--- src/rtl/multicycle_main_control.sv ---
// multicycle_main_control
//   Main control FSM for the multi-cycle MIPS-subset datapath. Walks each
//   instruction through FETCH/DECODE/EXEC/MEM/WB, waits on a variable-latency
//   memory through mem_ready, and falls into an absorbing TRAP state on an
//   illegal opcode or when memory stalls too long.
//
//   Ports
//     clk, rst        rising-edge clock, synchronous active-high reset
//     op              opcode field of the instruction register (valid from DECODE)
//     zero            ALU zero flag (valid in EXEC)
//     mem_ready       memory finished the current read/write this cycle
//     pc_write/pc_src PC load strobe and source (0 PC+4, 1 branch, 2 jump)
//     ir_write        instruction register load strobe
//     mem_read/write  memory request levels, held until mem_ready
//     i_or_d          memory address select (0 PC, 1 ALU result)
//     alu_src/alu_op  ALU B select and operation class
//     ext_op          1 sign-extend, 0 zero-extend immediate
//     reg_dst/reg_write/mem_to_reg  register file writeback controls
//     trap            sticky error flag
//     state           current state encoding (debug)
//     retired         completed-instruction counter, wraps
module multicycle_main_control #(
    parameter int OP_W        = 6,
    parameter int TIMEOUT_CYC = 16,
    parameter int RET_W       = 16
) (
    input  logic             clk,
    input  logic             rst,
    input  logic [OP_W-1:0]  op,
    input  logic             zero,
    input  logic             mem_ready,
    output logic             pc_write,
    output logic [1:0]       pc_src,
    output logic             ir_write,
    output logic             mem_read,
    output logic             mem_write,
    output logic             i_or_d,
    output logic             alu_src,
    output logic [1:0]       alu_op,
    output logic             ext_op,
    output logic             reg_dst,
    output logic             reg_write,
    output logic             mem_to_reg,
    output logic             trap,
    output logic [2:0]       state,
    output logic [RET_W-1:0] retired
);
    typedef enum logic [2:0] {
        S_FETCH  = 3'd0,
        S_DECODE = 3'd1,
        S_EXEC   = 3'd2,
        S_MEM    = 3'd3,
        S_WB     = 3'd4,
        S_TRAP   = 3'd5
    } state_t;

    localparam logic [OP_W-1:0] OP_R    = OP_W'('h00);
    localparam logic [OP_W-1:0] OP_J    = OP_W'('h02);
    localparam logic [OP_W-1:0] OP_BEQ  = OP_W'('h04);
    localparam logic [OP_W-1:0] OP_BNE  = OP_W'('h05);
    localparam logic [OP_W-1:0] OP_ANDI = OP_W'('h0C);
    localparam logic [OP_W-1:0] OP_ORI  = OP_W'('h0D);
    localparam logic [OP_W-1:0] OP_XORI = OP_W'('h0E);
    localparam logic [OP_W-1:0] OP_LW   = OP_W'('h23);
    localparam logic [OP_W-1:0] OP_SW   = OP_W'('h2B);

    localparam int CNT_W = $clog2(TIMEOUT_CYC);
    localparam logic [CNT_W-1:0] CNT_LAST = CNT_W'(TIMEOUT_CYC - 1);

    state_t          st;
    logic [OP_W-1:0] op_q;
    logic [CNT_W-1:0] wait_cnt;

    function automatic logic is_legal(input logic [OP_W-1:0] o);
        return (o == OP_R) || (o == OP_J) || (o == OP_BEQ) || (o == OP_BNE) ||
               (o == OP_ANDI) || (o == OP_ORI) || (o == OP_XORI) ||
               (o == OP_LW) || (o == OP_SW);
    endfunction

    assign state = st;

    always_ff @(posedge clk) begin
        if (rst) begin
            st       <= S_FETCH;
            op_q     <= '0;
            wait_cnt <= '0;
            trap     <= 1'b0;
            retired  <= '0;
        end else begin
            case (st)
                // FETCH and MEM share the stall/timeout handling; mem_ready on
                // the last allowed cycle still completes the access.
                S_FETCH: begin
                    if (mem_ready) begin
                        wait_cnt <= '0;
                        st       <= S_DECODE;
                    end else if (wait_cnt == CNT_LAST) begin
                        wait_cnt <= '0;
                        trap     <= 1'b1;
                        st       <= S_TRAP;
                    end else begin
                        wait_cnt <= wait_cnt + 1'b1;
                    end
                end
                S_DECODE: begin
                    op_q <= op;
                    if (!is_legal(op)) begin
                        trap <= 1'b1;
                        st   <= S_TRAP;
                    end else if (op == OP_J) begin
                        retired <= retired + 1'b1;
                        st      <= S_FETCH;
                    end else begin
                        st <= S_EXEC;
                    end
                end
                S_EXEC: begin
                    case (op_q)
                        OP_R, OP_ANDI, OP_ORI, OP_XORI: st <= S_WB;
                        OP_LW, OP_SW:                   st <= S_MEM;
                        OP_BEQ, OP_BNE: begin
                            retired <= retired + 1'b1;
                            st      <= S_FETCH;
                        end
                        default: begin
                            trap <= 1'b1;
                            st   <= S_TRAP;
                        end
                    endcase
                end
                S_MEM: begin
                    if (mem_ready) begin
                        wait_cnt <= '0;
                        if (op_q == OP_SW) begin
                            retired <= retired + 1'b1;
                            st      <= S_FETCH;
                        end else begin
                            st <= S_WB;
                        end
                    end else if (wait_cnt == CNT_LAST) begin
                        wait_cnt <= '0;
                        trap     <= 1'b1;
                        st       <= S_TRAP;
                    end else begin
                        wait_cnt <= wait_cnt + 1'b1;
                    end
                end
                S_WB: begin
                    retired <= retired + 1'b1;
                    st      <= S_FETCH;
                end
                S_TRAP: st <= S_TRAP;
                // unused encodings are treated as a fault
                default: begin
                    trap <= 1'b1;
                    st   <= S_TRAP;
                end
            endcase
        end
    end

    // Strobes are decoded from the current state so memory handshakes and the
    // branch decision act in the same cycle; reset blanks them immediately.
    always_comb begin
        pc_write   = 1'b0;
        pc_src     = 2'd0;
        ir_write   = 1'b0;
        mem_read   = 1'b0;
        mem_write  = 1'b0;
        i_or_d     = 1'b0;
        alu_src    = 1'b0;
        alu_op     = 2'b00;
        ext_op     = 1'b0;
        reg_dst    = 1'b0;
        reg_write  = 1'b0;
        mem_to_reg = 1'b0;
        if (!rst) begin
            case (st)
                S_FETCH: begin
                    mem_read = 1'b1;
                    ir_write = mem_ready;
                    pc_write = mem_ready;
                end
                S_DECODE: begin
                    // op_q is not loaded yet, so the jump decision uses op directly
                    if (op == OP_J) begin
                        pc_write = 1'b1;
                        pc_src   = 2'd2;
                    end
                end
                S_EXEC: begin
                    case (op_q)
                        OP_R: alu_op = 2'b10;
                        OP_ANDI, OP_ORI, OP_XORI: begin
                            alu_src = 1'b1;
                            alu_op  = 2'b11;
                        end
                        OP_LW, OP_SW: begin
                            alu_src = 1'b1;
                            ext_op  = 1'b1;
                        end
                        OP_BEQ, OP_BNE: begin
                            alu_op   = 2'b01;
                            pc_src   = 2'd1;
                            pc_write = (op_q == OP_BEQ) ? zero : ~zero;
                        end
                        default: ;
                    endcase
                end
                S_MEM: begin
                    i_or_d    = 1'b1;
                    mem_read  = (op_q == OP_LW);
                    mem_write = (op_q == OP_SW);
                end
                S_WB: begin
                    reg_write  = 1'b1;
                    reg_dst    = (op_q == OP_R);
                    mem_to_reg = (op_q == OP_LW);
                end
                default: ;
            endcase
        end
    end
endmodule

--- config.mk ---
export PLATFORM = sky130hd
export DESIGN_NAME = multicycle_main_control
export DESIGN_NICKNAME = d
export VERILOG_FILES = /design/src/rtl/multicycle_main_control.sv
export SDC_FILE = /design/constraint.sdc
export NUM_CORES = 1
export LEC_CHECK = 0
export BUFFER_PORTS_ARGS = -buffer_cell sky130_fd_sc_hd__buf_4
export CAP_MARGIN = 20
export CORE_ASPECT_RATIO = 1.1
export CORE_UTILIZATION = 40
export CTS_CLUSTER_SIZE = 25
export DETAILED_ROUTE_END_ITERATION = 10
export PLACE_DENSITY_LB_ADDON = 0.3
export SYNTH_ARGS = -nofsm -noshare
export SYNTH_HDL_FRONTEND = slang
export SYNTH_SLANG_ARGS = --single-unit
--- constraint.sdc ---
create_clock -name clk -period 2.48 [get_ports clk]
set_input_delay 0.496 -clock clk [delete_from_list [all_inputs] [get_ports clk]]
set_output_delay 0.496 -clock clk [all_outputs]
set_load 0.02 [all_outputs]
==> run_results.csv, run 1 <==
group,metric,value,unit
sta,fin_hold_ws,0.443,ns
power,ir_drop,0.000300,V
finish,fin_area,0.00241,mm²
drt,drtPass1Iterations,4,
synthesis,synthFlopType,"dfxtp_1",
drt,viasPerCell,5.73,
worst_setup_path,crit_type,"flop to primary output",
clocking,insertion_delay,0.28,ns
grt,track_usage,20.3,%
grt,grt_max_degree,30,
clocking,clk_pin_slew,0.07,ns
synthesis,ys_seq_area_share,31.8,%
finish,final_cells,340,
synthesis,synth_area_leaders,"dfxtp_1 32%, a21oi_1 6.4%, nor2_1 5.0%, nand2_1 4.6%, o21ai_0 2.7%",
synthesis,synth_area_leader_cell,"dfxtp_1",
worst_setup_path,arrival,1.86,ns
worst_setup_path,cp_max_fo,6,
clocking,cts_buffer_depth,2,
synthesis,syn_nets,253,
sta,fin_crit_sh,94.8,%
sta,clock_skew,0.0122,ns
worst_setup_path,cp.required,1.98,ns
synthesis,yosysTopAreaCellShare,31.8,%
grt,gr-total-overflow,0,
worst_setup_path,critPathLaunchType,"flop",
sta,fin_setup_tns,0,ns
sta,fin_crit,2.35,ns
worst_setup_path,max_stage_delay,0.42,ns
placement,io_buffers,43,
worst_setup_path,cp_slowest_cell,"or3b_4",
finish,utilization,54.8,%
placement,dp.cells,332,
drt,met3_length,244,µm
drt,drt_wl_total,4830,µm
worst_setup_path,crit_path_end_kind,"primary output",
grt,grt_pass1_vias,1671,
power,p_per_area,553,mW/mm²
floorplan,dieArea,0.00500,mm²
clocking,cts-hold-fix-buffers,0,
floorplan,die_h,74.1,µm
job,drv_cap,0,
floorplan,ioPinCount,44,
sta,maxSlewHeadroom,63.2,%
worst_hold_path,hold_class,"primary input to flop",
worst_setup_path,path_cells,"or3b_4, nor3_2, a31oi_1, o22a_1, nor3_1, buf_4",
clocking,cts_tree,"built",
power,power_leakage,0.909,nW
sta,maxSlewViolCount,0,
sta,setup_viol,0,
drt,wl_met2,2300,µm
clocking,cts_buffers,5,
outcome,outcome,"complete, no violations",
clocking,cts-htree-levels,2,
clocking,cts_sinks,30,
clocking,root_buffer,"clkbuf_8",
placement,gp_congestion,0.836,
drt,drc,0,
synthesis,yosysUniqueCellTypes,54,
finish,syn2layout_area_growth,27.9,%
sta,fmax,425,MHz
finish,fin_nets,298,
finish,layout-drive-gt1-share,26.9,%
finish,diodes,0,
placement,hpwlAfterDp,3510,µm
synthesis,yosysWarnings,0,
grt,antenna_found_initial,0,
synthesis,synthesis.area,0.00189,mm²
drt,ant_nets,0,
placement,place_area,0.00227,mm²
sta,hold_violations,0,
grt,grt_pass1_wl,7730,µm
drt,highest_layer,"met4",
drt,vias,1949,
drt,drtIter0Drc,203,
power,finalPower,1.33,mW
floorplan,rows,25,
floorplan,die_x,67.5,µm
placement,place_ws,0.112,ns
sta,tightest_slew,0.552,ns
synthesis,synth_cells,241,
synthesis,synth-edff-count,0,
floorplan,start_util,42.8,%
synthesis,synthArstFlopShare,0,%
sta,worst_slack,0.128,ns
drt,wl_per_cell,14.2,µm
synthesis,synth.avg_cell_area,7.83,µm²
drt,met1_length,2220,µm
synthesis,synth-seq-cells,30,
floorplan,core_area,0.00441,mm²
where the power goes:
| part | switching [mW] | internal (mW) |
|---|---|---|
| sequential | 0.0341 | 0.506 |
| clock | 0.181 | 0.321 |
| combinational | 0.170 | 0.122 |
| total | 0.385 | 0.949 |
registers in the layout, indices dropped and copies added (netlist names):
register  cells
wait_cnt      4
op_q          6
state         3
trap          1
retired      16
timing repair:
action,in CTS,in global routing
endpoints found under the hold margin,0,0
resized for setup,0,6
endpoints found under the setup margin,1,7
setup buffers,1,0
pin swaps,1,0
cell usage after synthesis (all sizes together), types with 3 or more instances:
cell	n
o31ai	5
a31oi	3
a211oi	4
buf	6
dfxtp	30
o31a	3
nand2	23
and4b	3
nor2b	4
nor3	6
clkbuf	10
or3	6
nor2	25
or4	5
o41ai	4
nand3	5
or4b	4
nor3b	5
nor4	3
inv	6
or2	4
and4	3
a21oi	24
nand4	5
nand2b	4
and2	3
o21ai	12
area by class of cell:
class / instances / area [µm²]
Clock buffer: 6 / 82.6
Clock inverter: 1 / 30.0
Fill cell: 422 / 2000
Inverter: 6 / 22.5
Multi-Input combinational cell: 189 / 1200
Sequential cell: 30 / 606
Tap cell: 54 / 67.6
Timing Repair Buffer: 54 / 405
placed cells by master (no fill, tap or decap), types with 4 or more instances in the layout:
cell type  count
o31ai_1        5
or3_1          6
or2_2          4
inv_1          6
nor3b_1        4
clkbuf_8       6
or4_1          5
nand2b_1       4
nor3_1         5
dfxtp_2        4
buf_4         54
nand4_1        5
a211oi_1       4
nor2_1        25
nor2b_1        4
nand2_1       23
a21oi_1       24
dfxtp_1       26
nand3_1        5
o21ai_0       10
layer usage:
| layer | up-vias | global-route usage [%] |
|---|---|---|
| met2 | 55 | 33.6 |
| li1 | 986 | - |
| met5 | - | 0 |
| met1 | 902 | 25.8 |
| met4 | 0 | 7.09 |
| met3 | 6 | 4.60 |
critical path: cells and delay by family, from the launching register on:
kind | cells | cell delay, ns
buffers and inverters | 1 | 0.17
and+or+nand+nor | 3 | 0.74
AOI/OAI and AO/OA | 2 | 0.30
DFF | 1 | 0.37
worst paths after layout:
kind,startpoint,endpoint,slack [ns],depth (start not counted)
setup / recovery,op_q[2]$_SDFFE_PP0P_,pc_write,0.13,6
hold / removal,rst,trap$_SDFFE_PP0P_,0.44,2
setup reg to reg,op_q[5]$_SDFFE_PP0P_,retired[12]$_SDFFE_PP0P_,0.25,6
hold reg to reg,trap$_SDFFE_PP0P_,trap$_SDFFE_PP0P_,0.49,2
cell families after synthesis:
group                    Yosys count  share of synthesized area [%]
flip-flops                        30                           31.8
adder cells (fa/ha/maj)            2                           1.33
XOR/XNOR                           3                           1.39
AND/OR/NAND/NOR                  113                           33.7
AO/OA/AOI/OAI                     69                           25.3
multiplexers                       2                           1.06
buffers and inverters             22                           5.43
(Power assumes the default switching activity.)
==> run 2: changes to the inputs <==
==> constraint.sdc (replaced) <==
create_clock -name clk -period 2.48 [get_ports clk]
set_input_delay 0.496 -clock clk [delete_from_list [all_inputs] [get_ports clk]]
set_output_delay 0.496 -clock clk [all_outputs]
set_load 0.01 [all_outputs]
==> run_results.csv, run 2 (synthesis results as in run 1) <==
group,metric,value,unit
drt,drc,0,
finish,top_regs,"retired x16, op_q x6, wait_cnt x4",
clocking,cts_buffer_depth,2,
sta,fin_setup_tns,0,ns
job,drv_cap,0,
sta,fin_crit_sh,95.8,%
finish,layout-drive-gt1-share,26.5,%
placement,gp_congestion,0.861,
floorplan,start_util,42.8,%
sta,fin_hold_ws,0.444,ns
sta,setup_viol,0,
clocking,cts_buffers,5,
floorplan,dieArea,0.00500,mm²
worst_setup_path,crit_path_end_kind,"primary output",
clocking,clk_pin_slew,0.06,ns
sta,tightest_slew,0.544,ns
worst_setup_path,arrival,1.88,ns
worst_setup_path,path_cells,"nand2b_1, or3_1, a211oi_1, buf_4",
drt,drtIter0Drc,110,
worst_hold_path,hold_class,"primary input to flop",
drt,vias,1961,
outcome,outcome,"complete, no violations",
finish,diodes,0,
clocking,cts_tree,"built",
finish,largest_reg_flops,16,
sta,hold_violations,0,
grt,track_usage,20.7,%
placement,place_area,0.00228,mm²
placement,io_buffers,43,
finish,final_cell_mix,"55 x buf_4, 28 x dfxtp_1, 25 x nor2_1, 24 x a21oi_1, 23 x nand2_1",
worst_setup_path,cp_slowest_cell,"dfxtp_1",
clocking,root_buffer,"clkbuf_8",
drt,drt_wl_total,4930,µm
finish,fin_nets,299,
finish,regMostFlops,"retired",
power,power_leakage,0.913,nW
drt,wl_per_cell,14.5,µm
floorplan,die_h,74.1,µm
finish,seq_area,603,µm²
placement,hpwlAfterDp,3600,µm
worst_setup_path,crit_type,"flop to primary output",
finish,syn2layout_area_growth,28.2,%
sta,maxSlewViolCount,0,
clocking,cts_sinks,30,
grt,gr-total-overflow,0,
floorplan,ioPinCount,44,
grt,grt_pass1_wl,7730,µm
drt,viasPerCell,5.75,
sta,fmax,421,MHz
finish,layout_commonest_cell,"buf_4",
finish,fill_cells,439,
worst_setup_path,critPathLaunchType,"flop",
finish,multi_input_area,0.00120,mm²
clocking,cts-htree-levels,2,
sta,clock_skew,0.00861,ns
grt,grt_pass1_vias,1706,
floorplan,core_area,0.00441,mm²
sta,fin_crit,2.38,ns
sta,maxSlewHeadroom,63.7,%
power,p_per_area,548,mW/mm²
drt,drtPass1Iterations,4,
power,ir_drop,0.000248,V
grt,antenna_found_initial,0,
finish,fin_area,0.00242,mm²
floorplan,rows,25,
worst_setup_path,cp.required,1.98,ns
drt,ant_nets,0,
clocking,insertion_delay,0.29,ns
floorplan,die_x,67.5,µm
grt,grt_max_degree,31,
worst_setup_path,max_stage_delay,0.54,ns
worst_setup_path,cp_max_fo,10,
sta,rsz0062_at_grt,"no",
-- run 2: cell count changes in the layout (fill, tap and decap cells not counted), sizes merged --
cell / change
buf: +1
-- run 2: path summary, 6_finish.rpt --
path | startpoint | to | slack [ns] | depth (start not counted)
worst min register to register | retired[15]$_SDFFE_PP0P_ | retired[15]$_SDFFE_PP0P_ | 0.48 | 2
worst max-delay path | state[1]$_SDFF_PP0_ | alu_src | 0.10 | 4
worst max register to register | op_q[5]$_SDFFE_PP0P_ | retired[12]$_SDFFE_PP0P_ | 0.28 | 6
worst min-delay path | rst | trap$_SDFFE_PP0P_ | 0.44 | 2
-- run 2: through the flow --
| step | std cells | utilization (%) | power [mW] | setup WS, ns |
|---|---|---|---|---|
| after global routing | 341 | 54.9 | 1.39 | 0.00391 |
| final | 341 | 54.9 | 1.33 | 0.104 |
| after floorplan | 241 | - | 0.730 | 0.395 |
| after global placement | 333 | 51.7 | 0.819 | 0.182 |
| after CTS | 341 | 54.4 | 1.33 | 0.00122 |
| after detailed placement | 333 | 51.7 | 0.822 | 0.146 |
-- run 2: report_power, final --
| group | switching (mW) | internal [mW] |
|---|---|---|
| Sequential | 0.0277 | 0.506 |
| Clock | 0.184 | 0.321 |
| Combinational | 0.164 | 0.123 |
| Total | 0.376 | 0.950 |
-- run 2: worst max-delay path, delay by kind of cell, from the launching register on --
family / cells / cell delay, ns
and+or+nand+nor: 2 / 0.70
DFF: 1 / 0.54
AOI/OAI and AO/OA: 1 / 0.21
buffers and inverters: 1 / 0.16
-- run 2: cell type report --
type	instances	area share, %
flip-flops and latches	30	24.9
well taps	54	2.79
multi-input cells	189	49.6
inverters	6	0.931
clock buffers	6	3.41
repair buffers	55	17.1
clock inverters	1	1.24
-- run 2: what timing repair did --
action / in CTS / in global routing
hold buffers: 0 / 0
endpoints found under the setup margin: 1 / 5
resized for setup: 0 / 4
pin swaps: 1 / 0
setup buffers: 1 / 0
-- run 2: routing by layer --
metal  GRT usage [%]  wire length (µm)  vias to the layer above
met5               0                 0                        -
met4            7.80                71                        0
met3            5.52               257                        6
met2            35.4              2360                       58
met1            24.3              2240                      907
li1                -                 -                      990
==> run 3: changes to the inputs <==
==> constraint.sdc (replaced) <==
create_clock -name clk -period 3.1 [get_ports clk]
set_input_delay 0.62 -clock clk [delete_from_list [all_inputs] [get_ports clk]]
set_output_delay 0.62 -clock clk [all_outputs]
set_load 0.01 [all_outputs]
==> run_results.csv, run 3 (synthesis results as in run 1) <==
group,metric,value,unit
sta,hold_violations,0,
grt,grt_pass1_vias,1628,
grt,met2_usage,32.5,%
power,ir_drop,0.000246,V
outcome,outcome,"complete, no violations",
finish,layout_commonest_cell,"buf_4",
finish,top_regs,"retired x16, op_q x6, wait_cnt x4",
floorplan,rows,25,
power,p_per_area,445,mW/mm²
clocking,cts_buffer_depth,2,
clocking,insertion_delay,0.28,ns
sta,tightest_slew,0.807,ns
sta,fin_crit_sh,86.5,%
grt,grt_max_degree,37,
clocking,root_buffer,"clkbuf_8",
placement,gp_congestion,0.878,
drt,vias,1925,
sta,maxSlewViolCount,0,
clocking,cts_sinks,30,
sta,clock_skew,0.00717,ns
grt,gr-total-overflow,0,
finish,fin_nets,288,
floorplan,start_util,42.8,%
grt,use_met3,3.83,%
grt,busiest_layer,"met2",
finish,regMostFlops,"retired",
clocking,cts_setup_buffers,0,
floorplan,core_area,0.00441,mm²
finish,final_cells,330,
placement,hpwlAfterDp,3290,µm
clocking,cts-hold-fix-buffers,0,
worst_hold_path,hold_class,"flop to flop",
clocking,cts_resized,0,
drt,viasPerCell,5.83,
floorplan,die_x,67.5,µm
placement,dp.cells,323,
clocking,cts-htree-levels,2,
floorplan,die_h,74.1,µm
finish,diodes,0,
sta,fin_setup_tns,0,ns
clocking,cts_buffers,5,
clocking,clk_pin_slew,0.06,ns
worst_setup_path,crit_path_end_kind,"primary output",
job,drv_cap,0,
drt,drtPass1Iterations,4,
drt,ant_nets,0,
sta,fin_crit,2.68,ns
worst_setup_path,arrival,2.06,ns
worst_setup_path,crit_type,"flop to primary output",
worst_setup_path,cp_max_fo,9,
floorplan,ioPinCount,44,
sta,rsz0062_at_grt,"no",
floorplan,dieArea,0.00500,mm²
drt,drc,0,
drt,drtIter0Drc,148,
sta,fmax,373,MHz
drt,drt_wl_total,4540,µm
finish,layout-drive-gt1-share,22.5,%
sta,maxSlewHeadroom,46.2,%
finish,final_cell_mix,"44 x buf_4, 30 x dfxtp_1, 25 x nor2_1, 24 x a21oi_1, 23 x nand2_1",
grt,use_met1,24.0,%
finish,fill_cells,421,
finish,syn2layout_area_growth,22.8,%
placement,io_buffers,43,
clocking,cts_tree,"built",
grt,track_usage,19.5,%
placement,place_area,0.00221,mm²
drt,wl_per_cell,13.8,µm
finish,largest_reg_flops,16,
finish,fin_area,0.00232,mm²
grt,antenna_found_initial,0,
worst_setup_path,critPathLaunchType,"flop",
power,power_leakage,0.853,nW
sta,setup_viol,0,
worst_setup_path,cp.required,2.48,ns
grt,grt_pass1_wl,7440,µm
-- run 3: worst max-delay path, cell delays in order (launching register included) --
cell      delay [ns]
dfxtp_1         0.53
nand4b_1        0.27
or2_2           0.39
o31a_1          0.29
nor3_1          0.14
buf_4           0.15
-- run 3: worst paths after layout --
path	slack, ns	to	cells after the start	startpoint
hold / removal	0.49	trap$_SDFFE_PP0P_	2	trap$_SDFFE_PP0P_
setup / recovery	0.42	mem_read	5	op_q[1]$_SDFFE_PP0P_
hold reg to reg	0.49	trap$_SDFFE_PP0P_	2	trap$_SDFFE_PP0P_
setup reg to reg	0.82	retired[9]$_SDFFE_PP0P_	5	op_q[1]$_SDFFE_PP0P_
-- run 3: cell type report --
cell class / instances / area [µm²] / area share, %
Multi-Input combinational cell: 189 / 1180 / 51.1
Inverter: 6 / 22.5 / 0.971
Tap cell: 54 / 67.6 / 2.91
Clock buffer: 6 / 82.6 / 3.56
Timing Repair Buffer: 44 / 330 / 14.2
Clock inverter: 1 / 30.0 / 1.30
Sequential cell: 30 / 601 / 25.9
-- run 3: report_power, final --
group	switching (mW)	total [mW]	internal, mW
logic	0.107	0.193	0.0854
registers	0.0366	0.441	0.404
clock network	0.143	0.400	0.257
total	0.287	1.03	0.746
-- run 3: stage by stage --
stage / power [mW] / util (%) / setup slack, ns / hold WS, ns
after CTS: 1.05 / 52.6 / 0.424 / 0.493
after detailed placement: 0.642 / 50.0 / 0.647 / 0.475
after global placement: 0.641 / 50.0 / 0.692 / 0.477
after floorplan: 0.584 / - / 0.891 / 0.473
after global routing: 1.09 / 52.6 / 0.233 / 0.512
final: 1.03 / 52.6 / 0.420 / 0.488
-- run 3: metal layers --
metal,wire [µm],vias to the layer above
li1,-,974
met1,2070,889
met2,2130,54
met3,243,8
met4,95,0
met5,0,-
